--- config.mk ---
export PLATFORM = sky130hd
export DESIGN_NAME = div_unit
export DESIGN_NICKNAME = d
export VERILOG_FILES = /design/src/rtl/div_unit.sv
export SDC_FILE = /design/constraint.sdc
export NUM_CORES = 1
export LEC_CHECK = 0
export CAP_MARGIN = 30
export CORE_ASPECT_RATIO = 1.2
export CORE_MARGIN = 3
export CORE_UTILIZATION = 62
export DETAILED_ROUTE_END_ITERATION = 10
export PLACE_DENSITY = 0.95
export SYNTH_ARGS = -nofsm -noshare
export SYNTH_HDL_FRONTEND = slang
export SYNTH_SLANG_ARGS = --single-unit
--- constraint.sdc ---
create_clock -name cpu_clk_75M -period 9.24 [get_ports cpu_clk_75M]
set_clock_uncertainty 0.15 [all_clocks]
set_input_delay 2.772 -clock cpu_clk_75M [delete_from_list [all_inputs] [get_ports cpu_clk_75M]]
set_output_delay 2.772 -clock cpu_clk_75M [all_outputs]
set_load 0.005 [all_outputs]
--- src/rtl/div_unit.sv ---
// ---------------------------------------------------------------------------
// div_unit
//   Iterative radix-2 restoring divider for DIV / DIVU. It sits beside the EX
//   stage. EX raises start_i and holds the pipeline while stall_o is high.
//   When ready_o rises, EX writes result_o to HI/LO and drops start_i.
//
// Ports
//   cpu_clk_75M  in   clock, rising edge
//   cpu_rst_n    in   asynchronous active-low reset
//   start_i      in   divide request; held high until ready_o is seen
//   signed_i     in   1 = DIV (signed), 0 = DIVU; sampled with start_i in IDLE
//   annul_i      in   abort (exception/flush); overrides everything but reset
//   opdata1_i    in   dividend; sampled with start_i in IDLE
//   opdata2_i    in   divisor;  sampled with start_i in IDLE
//   result_o     out  {remainder, quotient}; upper half to HI, lower to LO
//   ready_o      out  result_o valid
//   stall_o      out  pipeline stall request
// ---------------------------------------------------------------------------
module div_unit #(
  parameter int DATA_W = 32
) (
  input  logic                cpu_clk_75M,
  input  logic                cpu_rst_n,
  input  logic                start_i,
  input  logic                signed_i,
  input  logic                annul_i,
  input  logic [DATA_W-1:0]   opdata1_i,
  input  logic [DATA_W-1:0]   opdata2_i,
  output logic [2*DATA_W-1:0] result_o,
  output logic                ready_o,
  output logic                stall_o
);

  localparam int CNT_W = $clog2(DATA_W + 1);

  typedef enum logic [1:0] {
    S_IDLE   = 2'd0,
    S_BYZERO = 2'd1,
    S_ON     = 2'd2,
    S_END    = 2'd3
  } state_t;

  state_t             state_reg;
  logic [CNT_W-1:0]   cnt_reg;
  logic [DATA_W-1:0]  rem_reg;    // partial remainder
  logic [DATA_W-1:0]  dvd_reg;    // dividend shifting out, quotient shifting in
  logic [DATA_W-1:0]  dsr_reg;    // divisor magnitude
  logic               neg_q_reg;  // negate quotient at the end
  logic               neg_r_reg;  // negate remainder at the end

  // Operand magnitudes; only signed divides take the absolute value.
  logic [DATA_W-1:0] op1_abs;
  logic [DATA_W-1:0] op2_abs;
  logic              op1_neg;
  logic              op2_neg;

  assign op1_neg = signed_i & opdata1_i[DATA_W-1];
  assign op2_neg = signed_i & opdata2_i[DATA_W-1];
  assign op1_abs = op1_neg ? (~opdata1_i + 1'b1) : opdata1_i;
  assign op2_abs = op2_neg ? (~opdata2_i + 1'b1) : opdata2_i;

  // One restoring step. The shifted remainder needs DATA_W+1 bits since it
  // can reach 2*divisor-1. When there is no borrow the true difference is
  // below the divisor, so the low DATA_W bits of the subtraction are exact.
  logic [DATA_W:0]   rem_shift;
  logic [DATA_W-1:0] trial;
  logic              borrow;
  logic [DATA_W-1:0] rem_next;

  assign rem_shift = {rem_reg, dvd_reg[DATA_W-1]};
  assign borrow    = rem_shift < {1'b0, dsr_reg};
  assign trial     = rem_shift[DATA_W-1:0] - dsr_reg;
  assign rem_next  = borrow ? rem_shift[DATA_W-1:0] : trial;

  // Sign fix-up: quotient negative when operand signs differ, remainder
  // follows the dividend.
  logic [DATA_W-1:0] quot_fix;
  logic [DATA_W-1:0] rem_fix;

  assign quot_fix = neg_q_reg ? (~dvd_reg + 1'b1) : dvd_reg;
  assign rem_fix  = neg_r_reg ? (~rem_reg + 1'b1) : rem_reg;

  // Stall drops in END so EX can capture the result and release start_i.
  assign stall_o = ((state_reg == S_IDLE) & start_i & ~annul_i)
                 | (state_reg == S_ON)
                 | (state_reg == S_BYZERO);

  always_ff @(posedge cpu_clk_75M or negedge cpu_rst_n) begin
    if (!cpu_rst_n) begin
      state_reg <= S_IDLE;
      cnt_reg   <= '0;
      rem_reg   <= '0;
      dvd_reg   <= '0;
      dsr_reg   <= '0;
      neg_q_reg <= 1'b0;
      neg_r_reg <= 1'b0;
      result_o  <= '0;
      ready_o   <= 1'b0;
    end else if (annul_i) begin
      state_reg <= S_IDLE;
      ready_o   <= 1'b0;
    end else begin
      case (state_reg)
        S_IDLE: begin
          ready_o <= 1'b0;
          if (start_i) begin
            if (opdata2_i == '0) begin
              state_reg <= S_BYZERO;
            end else begin
              state_reg <= S_ON;
              cnt_reg   <= '0;
              rem_reg   <= '0;
              dvd_reg   <= op1_abs;
              dsr_reg   <= op2_abs;
              neg_q_reg <= op1_neg ^ op2_neg;
              neg_r_reg <= op1_neg;
            end
          end
        end
        S_BYZERO: begin
          // Divide by zero is not trapped; the result is fixed at zero.
          rem_reg   <= '0;
          dvd_reg   <= '0;
          neg_q_reg <= 1'b0;
          neg_r_reg <= 1'b0;
          state_reg <= S_END;
        end
        S_ON: begin
          rem_reg <= rem_next;
          dvd_reg <= {dvd_reg[DATA_W-2:0], ~borrow};
          cnt_reg <= cnt_reg + 1'b1;
          if (cnt_reg == CNT_W'(DATA_W - 1)) begin
            state_reg <= S_END;
          end
        end
        S_END: begin
          if (start_i) begin
            ready_o  <= 1'b1;
            result_o <= {rem_fix, quot_fix};
          end else begin
            state_reg <= S_IDLE;
            ready_o   <= 1'b0;
          end
        end
        default: begin
          state_reg <= S_IDLE;
          ready_o   <= 1'b0;
        end
      endcase
    end
  end

endmodule

**Word-level counts from Yosys, hierarchy flattened**

Cells that the tools add are included.

- Register bits after elaboration: 171
- Output and inout port bits: 66

- Bitwise operators: 14
- Magnitude comparators: 1
- Mux-type cells: 29
- Add/subtract/negate cells: 6
- Eq/ne operators: 9
- Reduce and logical (&&, ||, !) cells: 12

Operators by type and width:

| operator | number |
|---|---|
| 32-bit 2-to-1 mux | 9 |
| 32-bit one-hot mux with 3 select lines | 2 |
| 32-bit by 1-bit adder with 32-bit output (second input constant) | 4 |
| 32-bit inverter | 4 |
| 33-bit by 32-bit < comparator with 1-bit output | 1 |
| 32-bit zero test | 1 |
| 32-bit subtractor | 1 |
| 4-bit AND reduction | 4 |
| 6-bit 2-to-1 mux | 2 |
| 6-bit one-hot mux with 2 select lines | 1 |
| 2-bit 2-to-1 mux | 5 |
| 2-bit one-hot mux with 4 select lines | 1 |
| 6-bit by 1-bit adder with 6-bit output (second input constant) | 1 |
| 6-bit by 5-bit equality test with 1-bit output (second input constant) | 1 |
| 1-bit 2-to-1 mux | 6 |
| 3-bit != test (second input constant) | 2 |
| 1-bit one-hot mux with 2 select lines | 3 |
| 3-bit AND reduction | 2 |
| 3-bit nonzero test | 2 |
| 1-bit bitwise AND | 4 |
| 2-bit equality test (second input constant) | 2 |
| 2-bit != test (second input constant) | 2 |
| 2-bit nonzero test | 2 |
| 3-bit by 2-bit != test with 1-bit output (second input constant) | 1 |
| 5 further kinds | 8 |

**Longest topological paths before layout**

- Depth after elaboration: 6
- Depth in mapped cells: 14
- Depth with buffers taken out: 13

**Worst setup path before layout**

OpenSTA, ideal clock, no wires.

- Path kind: input to output
- From: in annul_i
- To: out stall_o
- Arrival: 3523 ps
- Stages on the path: 4
- Data required time: 6318 ps
- Slack: 2795 ps
- Path through: clkbuf_1 inv_1 and3_1 or3_1

- Word-level cells in the longest chain between the ends: 4

RTL lines:

| element | RTL line | source |
|---|---|---|
| start: declaration | 26 | `input logic annul_i,` |
| 1-bit inverter (no line) | n/a |  |
| 1-bit bitwise AND | 84 | `assign stall_o = ((state_reg == S_IDLE) & start_i & ~annul_i)` |
| 1-bit OR | 85 | `\| (state_reg == S_ON)` |
| 1-bit OR | 86 | `\| (state_reg == S_BYZERO);` |
| end: declaration | 31 | `output logic stall_o` |

Every way passes these cells.

**Worst setup path in the final report**

Ends and elaborated chain as after synthesis.

==> results.txt <==
post-synthesis cell area = 11200 sq um
Synth area leaders = dfrtp_1 38%, o21ai_0 8.1%, nand2_1 6.5%, xor2_1 6.1%, xnor2_1 5.4%
Synth async-reset ratio = 100%
CP max FO = 9
Max clock buf depth = 2
IO Pins = 135
Post-Synth Simple-Gate Area = 16.8%
Slew Limit Fails = 0
Crit. End Element = output port
vias per std cell = 6.24
r2r startpoint = rem_reg[17]
Slew headroom = 38.1%
setup TNS = 0 ns
Skew-Pair Late Insertion Delay = 0.43 ns
Cells after Synth = 1322
Final setup violation count = 0
total power = 3.27 mW
Most flops, register = result_o
Crit path top cell by count = clkdlybuf4s50_1
Comb power frac = 42.1%
syn avg cell area = 8.46 sq um
post-CTS sizing = 0
Net Sw Frac = 39.1%
register bit total from synthesis = 171
placed cell count = 1614
Core ar. = 17600 sq um
Setup CP Type = in2out
# Post-CTS Setup Buffers = 0
Yosys top cell by area = dfrtp_1
Pre-antenna DRT Iters = 6
Hold Path Class = reg2reg
slowest cell delay on critical path = 0.63 ns
n_diodes = 0
GR Overflow Total = 0
DPL Wire Length = 20.9 mm
mux share of post-synthesis cell area = 1.89%
drt drc = 0
register-to-register setup slack = 5.64 ns
Layout area overhead = 18.8%
TritonCTS clock tree = built
Compound-Gate Fraction of Synth Area = 22.0%
Cell Count, Final, Fillers Out = 1647
outcome = finished clean
layout cells sized above 1 = 4.63%
Final Hold Viols = 0
GR Util All Layers = 28.7%
leak pwr = 5.73 nW
sw power = 1.28 mW
total number of vias = 10300
CTS Hold Bufs = 0
Final Cycle Share = 80.1%
ys flop type = dfrtp_1
clk root buf = clkbuf_16
global placement routability congestion = 0.929
sequential share of power = 35.3%
DR iter-0 viols = 1024
Rows = 53
Synthesis Warnings = 0
register area share after synthesis = 38.2%
Clock power frac = 22.6%
Worst Setup SP = annul_i
clock sink count = 171
TritonCTS Buffers = 17
cell internal pwr = 1.99 mW
syn nets = 1434
Synth top cells by count = 193 x nand2_1, 181 x o21ai_0, 171 x dfrtp_1
largest net degree at the start of global routing = 130
ANT nets after route = 0
Worst path slowest cell = clkdlybuf4s50_1
min cycle time layout = 7.40 ns
Die H = 153 um
H-tree depth = 4
critical path required time = 6.32 ns
Fillers = 1150
die width = 129 um
XOR/XNOR Fraction of Synth Area = 11.5%
Avg WL per Cell = 17.4 um
power per standard cell area = 246 nW/um^2
layout net count = 1526
Buffers on Ports = 134
Max IR drop VDD = 0.166 mV
final WL = 28.6 mm
number of synthesized flops with an enable pin = 0
Max-Cap Viols = 0
crit path DAT = 4.48 ns
Cell variety after synth = 70
CP Launch Type = input port
initial antenna violation count = 0
largest family of logic cells by synthesized area = compound AO/OA/AOI/OAI gates
count leader, synth = nand2_1
Worst-path clk slew = 0.07 ns
post-layout util = 75.4%
vias in the first global route = 9976
post-synthesis adder-cell area fraction = 4.88%
DIE AREA = 19700 sq um
top cell type's share of synthesized area = 38.2%
f_max = 135 MHz
worst-margin pin slew = 0.928 ns
first-pass GRT wire length = 46.4 mm
Initial Util = 63.4%
RSZ-0062 raised after global routing = no
worst hold path startpoint = result_o[57]
max FFs per register = 64
cells along the critical path = clkdlybuf4s50_1 > inv_1 > and3_1 > or3_1 > clkdlybuf4s50_1
## placed cells by master (no fill, tap or decap), drive strengths merged, types with 5 or more instances in the layout
cell type,netlist,layout
clkbuf,53,20
o211ai,6,6
ha,42,42
clkdlybuf4s50,0,133
a21oi,78,78
o21ai,193,193
a21o,17,17
a22oi,25,25
dfrtp,171,171
or4,12,12
nand2b,17,17
nand2,193,193
mux2i,20,20
nor3,23,23
o41ai,14,14
buf,17,10
inv,61,64
and3,10,10
o31ai,21,21
or3,14,14
nor2,65,65
a31oi,15,15
nand3,20,20
xor2,78,78
a221oi,5,5
nor4,16,16
xnor2,69,69
and2,10,10
nor2b,5,5
## logic make-up after synthesis
| kind of cell | after synthesis |
|---|---|
| adder cells (fa/ha/maj) | 43 |
| AND/OR/NAND/NOR | 399 |
| flip-flops | 171 |
| AO/OA/AOI/OAI | 410 |
| XOR/XNOR | 147 |
| multiplexers | 21 |
| buffers and inverters | 131 |
## layout make-up
cell class	count	area (sq um)	share of cell area [%]
Clock inverter	12	164	1.23
Inverter	61	229	1.72
Multi-Input combinational cell	1020	6420	48.3
Clock buffer	20	447	3.36
Tap cell	220	275	2.07
Timing Repair Buffer	143	1480	11.1
Sequential cell	171	4280	32.2
## worst max-delay path, delay by kind of cell
kind | cells | cell delay (ns)
AND/OR/NAND/NOR | 2 | 0.47
buffers and inverters | 3 | 1.23
## path summary, 6_finish.rpt
check,cells past startpoint,end
setup / recovery,5,stall_o
hold / removal,2,result_o[57]
setup reg to reg,11,rem_reg[28]
hold reg to reg,2,result_o[57]
max in group asynchronous,3,result_o[63]
min in group asynchronous,1,result_o[3]
## metrics by stage
step           worst slack [ns]  area, sq um  hold slack, ns
2_1_floorplan              2.79        11200           0.296
3_3_place_gp               1.85        12600           0.310
3_5_place_dp               1.85        12700           0.320
4_1_cts                    1.84        13300           0.335
5_1_grt                    1.71        13300           0.355
6_report                   1.84        13300           0.335
## metal layers
layer | part of all wire [%] | track usage [%]
met1 | 40 | 35.6
met3 | 6.6 | 4.79
met4 | 3.2 | 11.5
met2 | 50 | 49.4
met5 | 0 | 0
## power by group through the flow
stage	clock network, mW	logic, mW	registers (mW)
5_1_grt	0.775	1.53	1.18
3_3_place_gp	0	1.28	1.14
4_1_cts	0.744	1.36	1.15
6_report	0.740	1.38	1.15
3_5_place_dp	0	1.35	1.16
2_1_floorplan	0	0.933	1.10
Power figures use the tool's default switching activity.
